--- config.mk ---
export PLATFORM = sky130hd
export DESIGN_NAME = cpu_sequencer
export DESIGN_NICKNAME = d
export VERILOG_FILES = /design/src/rtl/cpu_pkg.sv /design/src/rtl/cpu_sequencer_decode.sv /design/src/rtl/cpu_sequencer.sv
export SDC_FILE = /design/constraint.sdc
export NUM_CORES = 1
export LEC_CHECK = 0
export CORE_UTILIZATION = 45
export DETAILED_ROUTE_END_ITERATION = 12
export DONT_BUFFER_PORTS = 1
export GPL_ROUTABILITY_DRIVEN = 1
export PLACE_DENSITY = 0.69
export REMOVE_ABC_BUFFERS = 1
export SLEW_MARGIN = 20
export SYNTH_ARGS = -nofsm -noshare
export SYNTH_HDL_FRONTEND = slang
export SYNTH_HIERARCHICAL = 1
export SYNTH_SLANG_ARGS = --single-unit
--- constraint.sdc ---
create_clock -name clk -period 2.85 [get_ports clk]
set_input_delay 0.4275 -clock clk [delete_from_list [all_inputs] [get_ports clk]]
set_output_delay 0.4275 -clock clk [all_outputs]
set_load 0.02 [all_outputs]
--- src/rtl/cpu_pkg.sv ---
// Shared encodings for the 16-bit CPU sequencer: states, opcode/ext fields,
// datapath mux selects and the instruction class produced by the decoder.
package cpu_pkg;

    localparam int unsigned INSTR_W = 16;
    localparam int unsigned FIELD_W = 4;
    localparam int unsigned CNT_W   = 4;

    typedef enum logic [2:0] {
        ST_FETCH  = 3'd0,
        ST_DECODE = 3'd1,
        ST_EXEC   = 3'd2,
        ST_MEMRD  = 3'd3,
        ST_MEMWR  = 3'd4,
        ST_LDWB   = 3'd5,
        ST_BRANCH = 3'd6,
        ST_JAL    = 3'd7
    } state_e;

    // R-type ext codes double as the immediate-form opcodes
    localparam logic [FIELD_W-1:0] OP_RTYPE = 4'b0000;
    localparam logic [FIELD_W-1:0] OP_MEM   = 4'b0100;
    localparam logic [FIELD_W-1:0] OP_BCOND = 4'b1100;
    localparam logic [FIELD_W-1:0] OPC_ADD  = 4'b0101;
    localparam logic [FIELD_W-1:0] OPC_SUB  = 4'b1001;
    localparam logic [FIELD_W-1:0] OPC_CMP  = 4'b1011;
    localparam logic [FIELD_W-1:0] OPC_AND  = 4'b0001;
    localparam logic [FIELD_W-1:0] OPC_OR   = 4'b0010;
    localparam logic [FIELD_W-1:0] OPC_XOR  = 4'b0011;
    localparam logic [FIELD_W-1:0] OPC_MOV  = 4'b1101;
    localparam logic [FIELD_W-1:0] OPC_LSH  = 4'b1000;
    localparam logic [FIELD_W-1:0] OPC_LUI  = 4'b1111;
    localparam logic [FIELD_W-1:0] EXT_NOP  = 4'b0000;

    localparam logic [FIELD_W-1:0] EXT_LOAD  = 4'b0000;
    localparam logic [FIELD_W-1:0] EXT_STOR  = 4'b0100;
    localparam logic [FIELD_W-1:0] EXT_JAL   = 4'b1000;
    localparam logic [FIELD_W-1:0] EXT_JCOND = 4'b1100;

    localparam logic [1:0] PC_SRC_INC  = 2'd0;
    localparam logic [1:0] PC_SRC_DISP = 2'd1;
    localparam logic [1:0] PC_SRC_REG  = 2'd2;

    localparam logic [1:0] WB_ALU  = 2'd0;
    localparam logic [1:0] WB_MEM  = 2'd1;
    localparam logic [1:0] WB_LINK = 2'd2;

    typedef enum logic [2:0] {
        CL_ALU,
        CL_LOAD,
        CL_STOR,
        CL_BRANCH,
        CL_JAL,
        CL_NOP,
        CL_ILLEGAL
    } iclass_e;

    typedef struct packed {
        logic       pc_en;
        logic [1:0] pc_src;
        logic       ir_en;
        logic       mem_re;
        logic       mem_we;
        logic       addr_sel;
        logic       alu_en;
        logic       psr_we;
        logic       reg_we;
        logic [1:0] wb_sel;
        logic       illegal;
    } ctrl_t;

endpackage

--- src/rtl/cpu_sequencer_decode.sv ---
// Combinational instruction classifier: maps IR opcode/ext to an instruction
// class plus register-write, PSR-write and branch-target flags.
module instr_class_decode
    import cpu_pkg::*;
(
    input  logic [INSTR_W-1:0] i_instr,
    output iclass_e            o_class,
    output logic               o_writes_reg,
    output logic               o_writes_psr,
    output logic               o_branch_reg
);

    logic [FIELD_W-1:0] w_op;
    logic [FIELD_W-1:0] w_ext;
    logic               w_unused;

    assign w_op     = i_instr[15:12];
    assign w_ext    = i_instr[7:4];
    assign w_unused = ^{i_instr[11:8], i_instr[3:0]};

    always_comb begin
        o_class      = CL_ILLEGAL;
        o_writes_reg = 1'b0;
        o_writes_psr = 1'b0;
        o_branch_reg = 1'b0;
        case (w_op)
            OP_RTYPE: begin
                if (w_ext == EXT_NOP) begin
                    o_class = CL_NOP;
                end else begin
                    o_class      = CL_ALU;
                    o_writes_reg = (w_ext != OPC_CMP);
                    o_writes_psr = (w_ext == OPC_ADD) || (w_ext == OPC_SUB) ||
                                   (w_ext == OPC_CMP);
                end
            end
            OPC_ADD, OPC_SUB, OPC_CMP, OPC_AND, OPC_OR, OPC_XOR,
            OPC_MOV, OPC_LSH, OPC_LUI: begin
                o_class      = CL_ALU;
                o_writes_reg = (w_op != OPC_CMP);
                o_writes_psr = (w_op == OPC_ADD) || (w_op == OPC_SUB) ||
                               (w_op == OPC_CMP);
            end
            OP_MEM: begin
                case (w_ext)
                    EXT_LOAD:  o_class = CL_LOAD;
                    EXT_STOR:  o_class = CL_STOR;
                    EXT_JAL:   o_class = CL_JAL;
                    EXT_JCOND: begin
                        o_class      = CL_BRANCH;
                        o_branch_reg = 1'b1;
                    end
                    default:   o_class = CL_ILLEGAL;
                endcase
            end
            OP_BCOND: o_class = CL_BRANCH;
            default:  o_class = CL_ILLEGAL;
        endcase
    end

endmodule

--- src/rtl/cpu_sequencer.sv ---
// Multi-cycle control FSM: sequences fetch, decode, execute, memory access and
// branch/jump for the shared datapath, with a mem_ready stall timeout.
module cpu_sequencer
    import cpu_pkg::*;
#(
    parameter logic [1:0]  RESET_PC_SEL = 2'd0,
    parameter int unsigned MEM_TIMEOUT  = 15
) (
    input  logic               clk,
    input  logic               reset,
    input  logic [INSTR_W-1:0] instr,
    input  logic               mem_ready,
    input  logic               cond_true,
    output logic               pc_en,
    output logic [1:0]         pc_src,
    output logic               ir_en,
    output logic               mem_re,
    output logic               mem_we,
    output logic               addr_sel,
    output logic               alu_en,
    output logic               psr_we,
    output logic               reg_we,
    output logic [1:0]         wb_sel,
    output logic [2:0]         state,
    output logic               illegal
);

    state_e             r_state;
    state_e             w_next;
    logic [CNT_W-1:0]   r_cnt;
    logic               r_first;
    ctrl_t              w_ctrl;
    iclass_e            w_class;
    logic               w_writes_reg;
    logic               w_writes_psr;
    logic               w_branch_reg;
    logic               w_wait;
    logic               w_timeout;

    instr_class_decode u_decode (
        .i_instr      (instr),
        .o_class      (w_class),
        .o_writes_reg (w_writes_reg),
        .o_writes_psr (w_writes_psr),
        .o_branch_reg (w_branch_reg)
    );

    assign w_wait    = (r_state == ST_FETCH) || (r_state == ST_MEMRD) ||
                       (r_state == ST_MEMWR);
    assign w_timeout = w_wait && !mem_ready && (r_cnt == CNT_W'(MEM_TIMEOUT));

    // State, stall counter and first-fetch-after-reset flag
    always_ff @(posedge clk) begin
        if (reset) begin
            r_state <= ST_FETCH;
            r_cnt   <= '0;
            r_first <= 1'b1;
        end else begin
            r_state <= w_next;
            if ((w_next != r_state) || mem_ready || w_timeout || !w_wait) begin
                r_cnt <= '0;
            end else begin
                r_cnt <= r_cnt + CNT_W'(1);
            end
            if ((r_state == ST_FETCH) && mem_ready) begin
                r_first <= 1'b0;
            end
        end
    end

    always_comb begin
        w_next = r_state;
        w_ctrl = '0;
        case (r_state)
            ST_FETCH: begin
                w_ctrl.mem_re = 1'b1;
                if (mem_ready) begin
                    w_ctrl.ir_en  = 1'b1;
                    w_ctrl.pc_en  = 1'b1;
                    w_ctrl.pc_src = r_first ? RESET_PC_SEL : PC_SRC_INC;
                    w_next        = ST_DECODE;
                end
            end
            ST_DECODE: begin
                case (w_class)
                    CL_ALU:    w_next = ST_EXEC;
                    CL_LOAD:   w_next = ST_MEMRD;
                    CL_STOR:   w_next = ST_MEMWR;
                    CL_BRANCH: w_next = ST_BRANCH;
                    CL_JAL:    w_next = ST_JAL;
                    CL_NOP:    w_next = ST_FETCH;
                    default: begin
                        w_ctrl.illegal = 1'b1;
                        w_next         = ST_FETCH;
                    end
                endcase
            end
            ST_EXEC: begin
                w_ctrl.alu_en = 1'b1;
                w_ctrl.wb_sel = WB_ALU;
                w_ctrl.reg_we = w_writes_reg;
                w_ctrl.psr_we = w_writes_psr;
                w_next        = ST_FETCH;
            end
            ST_MEMRD: begin
                w_ctrl.mem_re   = 1'b1;
                w_ctrl.addr_sel = 1'b1;
                if (mem_ready) begin
                    w_next = ST_LDWB;
                end
            end
            ST_LDWB: begin
                w_ctrl.reg_we = 1'b1;
                w_ctrl.wb_sel = WB_MEM;
                w_next        = ST_FETCH;
            end
            ST_MEMWR: begin
                w_ctrl.mem_we   = 1'b1;
                w_ctrl.addr_sel = 1'b1;
                if (mem_ready) begin
                    w_next = ST_FETCH;
                end
            end
            ST_BRANCH: begin
                if (cond_true) begin
                    w_ctrl.pc_en  = 1'b1;
                    w_ctrl.pc_src = w_branch_reg ? PC_SRC_REG : PC_SRC_DISP;
                end
                w_next = ST_FETCH;
            end
            ST_JAL: begin
                w_ctrl.reg_we = 1'b1;
                w_ctrl.wb_sel = WB_LINK;
                w_ctrl.pc_en  = 1'b1;
                w_ctrl.pc_src = PC_SRC_REG;
                w_next        = ST_FETCH;
            end
            default: w_next = ST_FETCH;
        endcase
        // A stalled access that times out issues nothing but the illegal pulse
        if (w_timeout) begin
            w_ctrl         = '0;
            w_ctrl.illegal = 1'b1;
            w_next         = ST_FETCH;
        end
        // Reset drops any in-flight request so memory never sees a write
        if (reset) begin
            w_ctrl = '0;
        end
    end

    assign pc_en    = w_ctrl.pc_en;
    assign pc_src   = w_ctrl.pc_src;
    assign ir_en    = w_ctrl.ir_en;
    assign mem_re   = w_ctrl.mem_re;
    assign mem_we   = w_ctrl.mem_we;
    assign addr_sel = w_ctrl.addr_sel;
    assign alu_en   = w_ctrl.alu_en;
    assign psr_we   = w_ctrl.psr_we;
    assign reg_we   = w_ctrl.reg_we;
    assign wb_sel   = w_ctrl.wb_sel;
    assign illegal  = w_ctrl.illegal;
    assign state    = r_state;

endmodule

Word level (Yosys, flattened, before mapping)
Cells that the tools add are included.
- logic and storage cells: 88
- register bits after elaboration: 7
- add/sub/neg operators: 1
- eq/ne operators: 33
- reduce and logical (&&, ||, !) cells: 23
- mux-type cells: 29
- operators with widths (operator ; number):
    $eq 4x4->1 const B ; 11
    $pmux 3 s5 ; 2
    $mux 13 ; 2
    $pmux 3 s4 ; 2
    $eq 3x3->1 const B ; 6
    $mux 3 ; 6
    $pmux 3 s3 ; 2
    $eq 4x3->1 const B ; 4
    $eq 3x2->1 const B ; 4
    $mux 1 ; 10
    $logic_or 1x1->1 ; 9
    $reduce_or 9->1 ; 1
    $eq 4x2->1 const B ; 2
    $logic_not 4->1 ; 2
    $ne 4x4->1 const B ; 2
    $eq 3x1->1 const B ; 2
    $logic_not 3->1 ; 2
    $reduce_or 2->1 ; 3
    $reduce_or 6->1 ; 1
    $add 4x1->4 const B ; 1
    $eq 4x1->1 const B ; 1
    $mux 2 ; 2
    $mux 4 ; 1
    $pmux 1 s2 ; 2
    4 further kinds ; 6

Depth between registers and ports, before layout
Gate-level depths: netlist of the first run.
- depth in word-level cells: 12
- gate-level depth with buffers: 7
- gate-level depth less buffers: 6

Cells and area by module
Netlist of the first run, hierarchy kept.
- modules (own cells, without submodules) (module ; cells each ; seq. area each (um^2) ; area each (um^2) ; times used):
    cpu_sequencer ; 72 ; 140.1 ; 586.8 ; 1
    instr_class_decode ; 34 ; 0.0 ; 205.2 ; 1

Worst setup path before layout of the first run
Ideal clock, no wire load.
- kind: input-to-output
- from: in instr[14]
- to: out illegal
- arrival time: 1669 ps
- setup slack: 754 ps
- cell stages on the path: 5
- data required time: 2423 ps
- path buffers: 1
- cell sequence: buf_2 -> nand2_1 -> o311ai_1 -> nand3_1 -> a21oi_1
- longest elaborated chain between the ends: 9
- elaborated cells between the ends (all ways): 25
- those cells by class: eq/ne: 16; mux: 5; reduce/logical: 4
- RTL lines (what ; RTL line ; source):
    start: declaration ; cpu_sequencer.sv:11 ; input logic [INSTR_W-1:0] instr,
    $eq 4x1->1, or another cell as far along ; cpu_sequencer_decode.sv:26 ; case (w_op)
    $reduce_or 9->1 ; cpu_sequencer_decode.sv:26 ;
    $pmux 3 s4 (*) ; cpu_sequencer_decode.sv:26 ;
    net w_class[2] ; cpu_sequencer.sv:33 ; iclass_e w_class;
    $eq 3x3->1, or another cell as far along ; cpu_sequencer.sv:85 ; case (w_class)
    $reduce_or 6->1 (no line) (*) ; n/a ;
    $mux 1 (*) ; cpu_sequencer.sv:85 ;
    $mux 1 (*) ; cpu_sequencer.sv:74 ; case (r_state)
    $mux 13 (*) ; cpu_sequencer.sv:141 ; if (w_timeout) begin
    $mux 13 (*) ; cpu_sequencer.sv:147 ; if (reset) begin
    end: declaration ; cpu_sequencer.sv:25 ; output logic illegal
Mark *: on every way through the listed nets, which the timed path passes. The rest lies on a longest branch.

Worst setup path in the final report of the first run
- from: reg r_state[0], in the netlist state[0]
- to: out pc_src[0]
- longest elaborated chain between the ends: 7
- elaborated cells between the ends (all ways): 12
- those cells by class: eq/ne: 4; mux: 3; reduce/logical: 5
- RTL lines (what ; RTL line ; source):
    start: declaration ; cpu_sequencer.sv:28 ; state_e r_state;
    start signal: assignment ; cpu_sequencer.sv:59 ; r_state <= w_next;
    $eq 3x2->1 / $logic_not 3->1 (equally long branches) ; cpu_sequencer.sv:48, cpu_sequencer.sv:74 ;
    $logic_or 1x1->1 (2 in series) ; cpu_sequencer.sv:48 ; assign w_wait = (r_state == ST_FETCH) || (r_state == ST_MEMRD) ||
    $logic_and 1x1->1 (2 in series) ; cpu_sequencer.sv:50 ; assign w_timeout = w_wait && !mem_ready && (r_cnt == CNT_W'(MEM_TIMEOUT));
    $mux 13 (*) ; cpu_sequencer.sv:141 ;
    $mux 13 (*) ; cpu_sequencer.sv:147 ;
    end: declaration ; cpu_sequencer.sv:15 ; output logic [1:0] pc_src,
Mark *: on every way between the ends. The rest lies on a longest branch, timed or not.

==> results of run 1 <==
metal layers:
layer  GRT usage (%)  wire length, um  part of all wire (%)  up-vias
li1                -                -                     -      409
met1            26.5              841                    47      390
met2            33.7              791                    44       43
met3            7.50              160                   8.9        2
met4            6.67                8                  0.44        0
met5               0                0                     0        -
through the flow:
stage	area, sq um	setup WS [ns]	hold WS [ns]	std cells
2_1_floorplan	746	0.717	0.450	100
4_1_cts	830	0.323	0.247	125
3_3_place_gp	803	0.616	0.471	121
6_report	830	0.329	0.251	125
5_1_grt	830	0.176	0.234	125
3_5_place_dp	803	0.594	0.485	121
state kept, by name (all words and copies together) (netlist names):
name,flops
r_cnt,4
state,3
cell families after synthesis:
| kind of cell | synth area share [%] |
|---|---|
| flip-flops | 17.7 |
| AND/OR/NAND/NOR | 41.7 |
| XOR/XNOR | 2.21 |
| buffers and inverters | 7.74 |
| multiplexers | 2.69 |
| adder cells (fa/ha/maj) | 1.58 |
| AO/OA/AOI/OAI | 26.4 |
worst max-delay path by stage:
stage          cells after the start  slack (ns)                start        end
2_1_floorplan                      3        0.72  state[1]$_SDFF_PP0_     mem_re
3_3_place_gp                       3        0.62  state[0]$_SDFF_PP0_  pc_src[0]
3_5_place_dp                       3        0.59  state[0]$_SDFF_PP0_     mem_we
4_1_cts                            3        0.32  state[0]$_SDFF_PP0_     mem_we
5_1_grt                            3        0.18  state[0]$_SDFF_PP0_     reg_we
6_report                           3        0.33  state[0]$_SDFF_PP0_  pc_src[0]
power by group:
| group | internal [mW] | leakage [nW] | switching, mW | total [mW] |
|---|---|---|---|---|
| Combinational | 0.0332 | 0.222 | 0.0439 | 0.0770 |
| Sequential | 0.102 | 0.0570 | 0.00841 | 0.111 |
| Clock | 0.0535 | 0.0150 | 0.0371 | 0.0905 |
| Total | 0.189 | 0.294 | 0.0893 | 0.278 |
placed cells by master (no fill, tap or decap), types with 2 or more instances in the layout:
| cell | count |
|---|---|
| a211oi_1 | 4 |
| nor3_1 | 6 |
| nor3b_1 | 5 |
| inv_1 | 3 |
| o211ai_1 | 2 |
| dfxtp_1 | 7 |
| and2b_2 | 2 |
| a21oi_1 | 3 |
| a31oi_1 | 3 |
| nand3_1 | 3 |
| nand2_1 | 8 |
| o21ai_0 | 4 |
| buf_4 | 5 |
| o21ai_1 | 3 |
| clkbuf_4 | 3 |
| nor2_1 | 10 |
| nor4_1 | 2 |
| and3_1 | 2 |
| nor2b_1 | 4 |
| o311ai_1 | 2 |
final cells by class:
class	count	area, sq um	area share, %
sequential	7	140	16.9
inverter	4	15.0	1.81
clock buffer	4	26.3	3.17
tap	16	20.0	2.41
multi-input combinational	89	591	71.2
timing repair buffer	5	37.5	4.52
==> results.json, run 1 <==
{
  "yosys.area.top_type": "dfxtp_1",
  "async_flop_share_pct": 0,
  "drtIter0Drc": 43,
  "die_w_um": 44.0,
  "fmax_mhz": 397,
  "htree_levels": 1,
  "grt_start_max_net_pins": 16,
  "power_mw": 0.278,
  "vias": 844,
  "postCtsSetupBuffers": 0,
  "yosys.cell_count.top_type": "nor2_1",
  "drc_errors": 0,
  "clk_latency_ns": 0.25,
  "holdPathEnd": "state[2]$_SDFF_PP0_",
  "synth.avg_cell_area_sq_um": 7.47,
  "rows": 14,
  "core_sq_um": 1580,
  "antenna_cells": 0,
  "synth_cell_types": 49,
  "min_from": "reset",
  "worst_pin_slew_ns": 0.643,
  "wl_per_cell_um": 14.4,
  "drv_slew": 0,
  "cp_num_buf_inv": 0,
  "r2r_cells": 3,
  "synth_common_cells": "10 x nor2_1, 8 x nand2_1, 7 x dfxtp_1",
  "drive_above_1_share_pct": 14.7,
  "clk_pin_slew_ns": 0.05,
  "cts_buffer_depth": 2,
  "grt_usage_pct": 21.1,
  "post-route-util_pct": 52.6,
  "dpl.hpwl_mm": 1.33,
  "fill_cells": 152,
  "r2r_setup_slack_ns": 1.25,
  "yosys-top-cells-area": "dfxtp_1 18%, nor2_1 4.7%, nor3b_1 4.7%",
  "min_period_ns": 2.52,
  "finalHoldViolCount": 0,
  "clkSinkCount": 7,
  "path_class": "reg -> out",
  "finClkSkew_ns": 0.00561,
  "cp-start-kind": "register",
  "synth_ff_type": "dfxtp_1",
  "cts.hold.buffers_added": 0,
  "wl_mm": 1.80,
  "nets": 131,
  "netlist_area_sq_um": 792,
  "worstPathCellList": "nor2_1 > o21a_1 > nor3_1",
  "cp_slowest_cell": "dfxtp_1",
  "portBuffers": 0,
  "grt_pass1_vias": 750,
  "vdd_drop_max_mv": 0.231,
  "critPathCaptureType": "output pin",
  "hold_depth": 1,
  "rsz0062_at_grt": "no",
  "required_ns": 2.42,
  "io_pins": 36,
  "viasPerCell": 6.75,
  "dieArea_sq_um": 1930,
  "root_buffer": "clkbuf_4",
  "crit_fanout": 15,
  "synth_top_cell_area_share_pct": 17.7,
  "power.leakage_nw": 0.294,
  "ys_seq_area_share_pct": 17.7,
  "setup_violations": 0,
  "r2r-end": "state[0]$_SDFF_PP0_",
  "path_delay_family": "simple AND/OR/NAND/NOR gates",
  "area_growth_pct": 4.74,
  "initial_core_util_pct": 50.2,
  "reg2reg_from": "state[0]$_SDFF_PP0_",
  "die_y_um": 44.0,
  "cts_made_buffers": 3,
  "cts_tree": "done",
  "hp-class": "in -> reg",
  "yosys_warnings": 6,
  "overflow": 0,
  "slowest_delay_ns": 0.70,
  "synth_edf_count": 0,
  "syn_inst": 106,
  "first_pass_iters": 4,
  "drv_cap": 0,
  "ant_nets": 0,
  "critPathArrivalTime_ns": 2.09,
  "cts_resized": 0,
  "antenna_found_initial": 0,
  "ys_ff_latch": 7,
  "place_congestion": 0.913,
  "power_density_nw_per_um2": 335,
  "finalCritPeriodShare_pct": 88.5,
  "fin_tns_setup_ns": 0,
  "slew-limit-headroom_pct": 56.4,
  "status": "complete, no violations",
  "grt_pass1_wl_mm": 3.10
}
Note: power is estimated with default switching activity, not from simulation.
==> run 2, diff against run 1 <==
- clock period: 2.85 -> 2.4 ns (I/O delays scaled with it)
==> results.json, run 2 (synthesized netlist as in run 1, its figures left out) <==
{
  "status": "complete, no violations",
  "slowest_delay_ns": 0.33,
  "io_pins": 36,
  "required_ns": 2.04,
  "power_density_nw_per_um2": 387,
  "wl_per_cell_um": 14.6,
  "vias": 862,
  "postLayoutCellArea_sq_um": 875,
  "path_class": "reg -> out",
  "fin_ws_ns": 0.257,
  "power.leakage_nw": 0.327,
  "place_area_sq_um": 848,
  "drive_above_1_share_pct": 19.1,
  "wl_met2_um": 923,
  "cts_made_buffers": 3,
  "wl_mm": 1.91,
  "r2r_setup_slack_ns": 0.94,
  "path_delay_family": "compound AO/OA/AOI/OAI gates",
  "r2r-end": "state[0]$_SDFF_PP0_",
  "route.met3.wl_um": 148,
  "cp_num_buf_inv": 1,
  "place_congestion": 0.893,
  "power_mw": 0.338,
  "final_common_cell": "buf_4",
  "largest_reg_flops": 4,
  "crit_fanout": 9,
  "antenna_found_initial": 0,
  "cts_resized": 0,
  "min_period_ns": 2.14,
  "cts_buffer_depth": 2,
  "top_layer": "met4",
  "first_pass_iters": 4,
  "vdd_drop_max_mv": 0.248,
  "clkSinkCount": 7,
  "reg2reg_from": "r_cnt[0]$_SDFF_PP0_",
  "clk_latency_ns": 0.26,
  "cts.hold.buffers_added": 0,
  "worstPathCellList": "ha_1 > and4b_1 > o21a_1 > a211oi_1 > buf_4",
  "postCtsSetupBuffers": 0,
  "htree_levels": 1,
  "fmax_mhz": 467,
  "swShare_pct": 32.7,
  "clk_pin_slew_ns": 0.05,
  "rows": 14,
  "cts_tree": "done",
  "finalHoldViolCount": 0,
  "grt_pass1_wl_mm": 3.21,
  "slew-limit-headroom_pct": 56.8,
  "dieArea_sq_um": 1930,
  "top_register": "r_cnt",
  "root_buffer": "clkbuf_4",
  "met1_length_um": 832,
  "min_from": "reset",
  "critPathArrivalTime_ns": 1.78,
  "combPwrFrac_pct": 30.3,
  "ant_nets": 0,
  "die_w_um": 44.0,
  "clockPowerShare_pct": 32.6,
  "core_sq_um": 1580,
  "switchingPower_mw": 0.111,
  "nets": 137,
  "antenna_cells": 0,
  "cp-start-kind": "register",
  "dpl.hpwl_mm": 1.40,
  "finClkSkew_ns": 0.000331,
  "final_cell_mix": "11 x buf_4, 10 x nor2_1, 8 x nand2_1, 7 x dfxtp_1, 6 x nor3_1",
  "portBuffers": 0,
  "seqPwrFrac_pct": 37.1,
  "hold_depth": 1,
  "drtIter0Drc": 25,
  "area_growth_pct": 10.4,
  "fill_cells": 157,
  "viasPerCell": 6.58,
  "drv_slew": 0,
  "place_ws_ns": 0.473,
  "p_int_mw": 0.228,
  "grt_pass1_vias": 767,
  "initial_core_util_pct": 50.2,
  "grt_usage_pct": 22.2,
  "critPathCaptureType": "output pin",
  "worst_pin_slew_ns": 0.638,
  "rsz0062_at_grt": "no",
  "hp-class": "in -> reg",
  "cp_slowest_cell": "dfxtp_1",
  "holdPathEnd": "state[2]$_SDFF_PP0_",
  "post-route-util_pct": 55.5,
  "grt_start_max_net_pins": 14,
  "fin_tns_setup_ns": 0,
  "finalCritPeriodShare_pct": 89.3,
  "r2r_cells": 4,
  "setup_violations": 0,
  "drv_cap": 0,
  "die_y_um": 44.0,
  "overflow": 0,
  "drc_errors": 0
}
run 2: cell types whose count changed in the layout (fill, tap and decap cells not counted), sizes merged:
| cell | delta |
|---|---|
| buf | +6 |
run 2: worst max path at each step:
| stage | startpoint | end | slack [ns] | cells after the start |
|---|---|---|---|---|
| 2_1_floorplan | state[1]$_SDFF_PP0_ | mem_re | 0.33 | 3 |
| 3_3_place_gp | instr[7] | illegal | 0.49 | 6 |
| 3_5_place_dp | instr[7] | illegal | 0.47 | 6 |
| 4_1_cts | r_cnt[0]$_SDFF_PP0_ | pc_src[1] | 0.26 | 4 |
| 5_1_grt | r_cnt[0]$_SDFF_PP0_ | mem_re | 0.1 | 5 |
| 6_report | r_cnt[0]$_SDFF_PP0_ | mem_re | 0.26 | 5 |
run 2: power by group through the flow:
stage | clock network, mW | registers, mW | logic [mW]
2_1_floorplan | 0 | 0.137 | 0.0672
3_3_place_gp | 0 | 0.127 | 0.0988
3_5_place_dp | 0 | 0.128 | 0.101
4_1_cts | 0.113 | 0.125 | 0.102
5_1_grt | 0.124 | 0.126 | 0.114
6_report | 0.110 | 0.125 | 0.103
run 2: per-stage QoR:
stage,hold slack (ns),cells
global placement,0.448,127
CTS,0.172,131
global route,0.159,131
finish,0.175,131
detailed placement,0.444,127
floorplan,0.438,100
run 2: area by class of cell:
cell class / instances / area, sq um / share of cell area (%)
repair buffers: 11 / 82.6 / 9.44
inverters: 4 / 15.0 / 1.72
clock buffers: 4 / 26.3 / 3.00
multi-input cells: 89 / 591 / 67.5
well taps: 16 / 20.0 / 2.29
flip-flops and latches: 7 / 140 / 16.0
run 2: layer usage:
metal	GRT usage [%]	up-vias
met3	8.33	3
met5	0	-
li1	-	422
met4	7.27	0
met2	34.3	44
met1	28.4	393
==> run 3, diff against run 2 <==
- CORE_MARGIN: unset -> 3
==> results.json, run 3 (synthesized netlist as in run 1, its figures left out) <==
{
  "power_density_nw_per_um2": 383,
  "first_pass_iters": 4,
  "grt_pass1_wl_mm": 3.11,
  "drc_errors": 0,
  "fmax_mhz": 472,
  "area_growth_pct": 10.4,
  "critPathArrivalTime_ns": 1.76,
  "clkSinkCount": 7,
  "slew-limit-headroom_pct": 58.4,
  "postCtsSetupBuffers": 0,
  "grt_start_max_net_pins": 12,
  "dieArea_sq_um": 2300,
  "finalCritPeriodShare_pct": 88.2,
  "min_period_ns": 2.12,
  "drv_cap": 0,
  "hp-class": "in -> reg",
  "power.leakage_nw": 0.327,
  "whs_ns": 0.176,
  "wl_per_cell_um": 14.4,
  "io_pins": 36,
  "antenna_cells": 0,
  "portBuffers": 0,
  "cts_resized": 0,
  "vdd_drop_max_mv": 0.194,
  "drtIter0Drc": 33,
  "required_ns": 2.04,
  "drv_slew": 0,
  "clk_pin_slew_ns": 0.05,
  "r2r_cells": 4,
  "top_register": "r_cnt",
  "nets": 137,
  "reg2reg_from": "r_cnt[0]$_SDFF_PP0_",
  "die_w_um": 48.0,
  "fin_tns_setup_ns": 0,
  "setup_violations": 0,
  "clk_latency_ns": 0.25,
  "finClkSkew_ns": 0.00181,
  "cts_tree": "done",
  "holdPathEnd": "state[2]$_SDFF_PP0_",
  "cp-start-kind": "register",
  "min_from": "reset",
  "ant_nets": 0,
  "finalHoldViolCount": 0,
  "dpl.hpwl_mm": 1.46,
  "wl_mm": 1.89,
  "rows": 14,
  "final_common_cell": "buf_4",
  "core_sq_um": 1580,
  "initial_core_util_pct": 50.2,
  "grt_usage_pct": 18.6,
  "drive_above_1_share_pct": 19.1,
  "cts.hold.buffers_added": 0,
  "crit_fanout": 9,
  "wl_met2_um": 902,
  "place_congestion": 0.874,
  "status": "complete, no violations",
  "met1_length_um": 834,
  "hold_depth": 1,
  "htree_levels": 1,
  "cts_made_buffers": 3,
  "cts_buffer_depth": 2,
  "r2r_setup_slack_ns": 0.97,
  "largest_reg_flops": 4,
  "grt_pass1_vias": 704,
  "path_class": "reg -> out",
  "overflow": 0,
  "final_cell_mix": "11 x buf_4, 10 x nor2_1, 8 x nand2_1, 7 x dfxtp_1, 6 x nor3_1",
  "viasPerCell": 6.31,
  "top_layer": "met4",
  "r2r-end": "state[0]$_SDFF_PP0_",
  "vias": 827,
  "die_y_um": 48.0,
  "power_mw": 0.335,
  "root_buffer": "clkbuf_4",
  "route.met3.wl_um": 143,
  "worst_pin_slew_ns": 0.614,
  "fill_cells": 146,
  "rsz0062_at_grt": "no",
  "antenna_found_initial": 0,
  "critPathCaptureType": "output pin"
}
## run 3: cell counts in the layout (fill, tap and decap cells not counted)
No cell type changed its count.
## run 3: critical path, cell delays in order (launching register included)
cell,delay [ns]
dfxtp_1,0.33
ha_1,0.25
and4b_1,0.23
o21a_1,0.23
nor4b_4,0.46
## run 3: cell type report
type                            instances  area, sq um  area share, %
Tap cell                               16         20.0           2.29
Timing Repair Buffer                   11         82.6           9.44
Sequential cell                         7          140           16.0
Multi-Input combinational cell         89          591           67.5
Clock buffer                            4         26.3           3.00
Inverter                                4         15.0           1.72
## run 3: how the worst max path moves through the flow
stage / startpoint / endpoint / cells after the start
after global routing: r_cnt[0]$_SDFF_PP0_ / pc_src[0] / 5
after detailed placement: instr[7] / illegal / 6
after CTS: r_cnt[0]$_SDFF_PP0_ / pc_src[1] / 4
after floorplan: state[1]$_SDFF_PP0_ / mem_re / 3
after global placement: instr[7] / illegal / 6
final: r_cnt[0]$_SDFF_PP0_ / pc_src[1] / 4
## run 3: per-stage QoR
stage / cell area (sq um) / std cells / utilization, % / worst slack [ns]
floorplan: 746 / 100 / - / 0.335
global placement: 848 / 127 / 53.8 / 0.482
detailed placement: 848 / 127 / 53.8 / 0.480
CTS: 875 / 131 / 55.5 / 0.266
global route: 875 / 131 / 55.5 / 0.126
finish: 875 / 131 / 55.5 / 0.284
## run 3: where the power goes
| group | switching [mW] | leakage, nW | internal, mW |
|---|---|---|---|
| logic | 0.0556 | 0.255 | 0.0426 |
| registers | 0.00627 | 0.0570 | 0.121 |
| clock network | 0.0453 | 0.0150 | 0.0636 |
| total | 0.107 | 0.327 | 0.228 |
## run 3: metal layers
metal,GRT usage [%],vias up
met2,29.8,29
met3,4.89,2
met1,23.8,372
li1,-,424
met5,0,-
met4,6.45,0
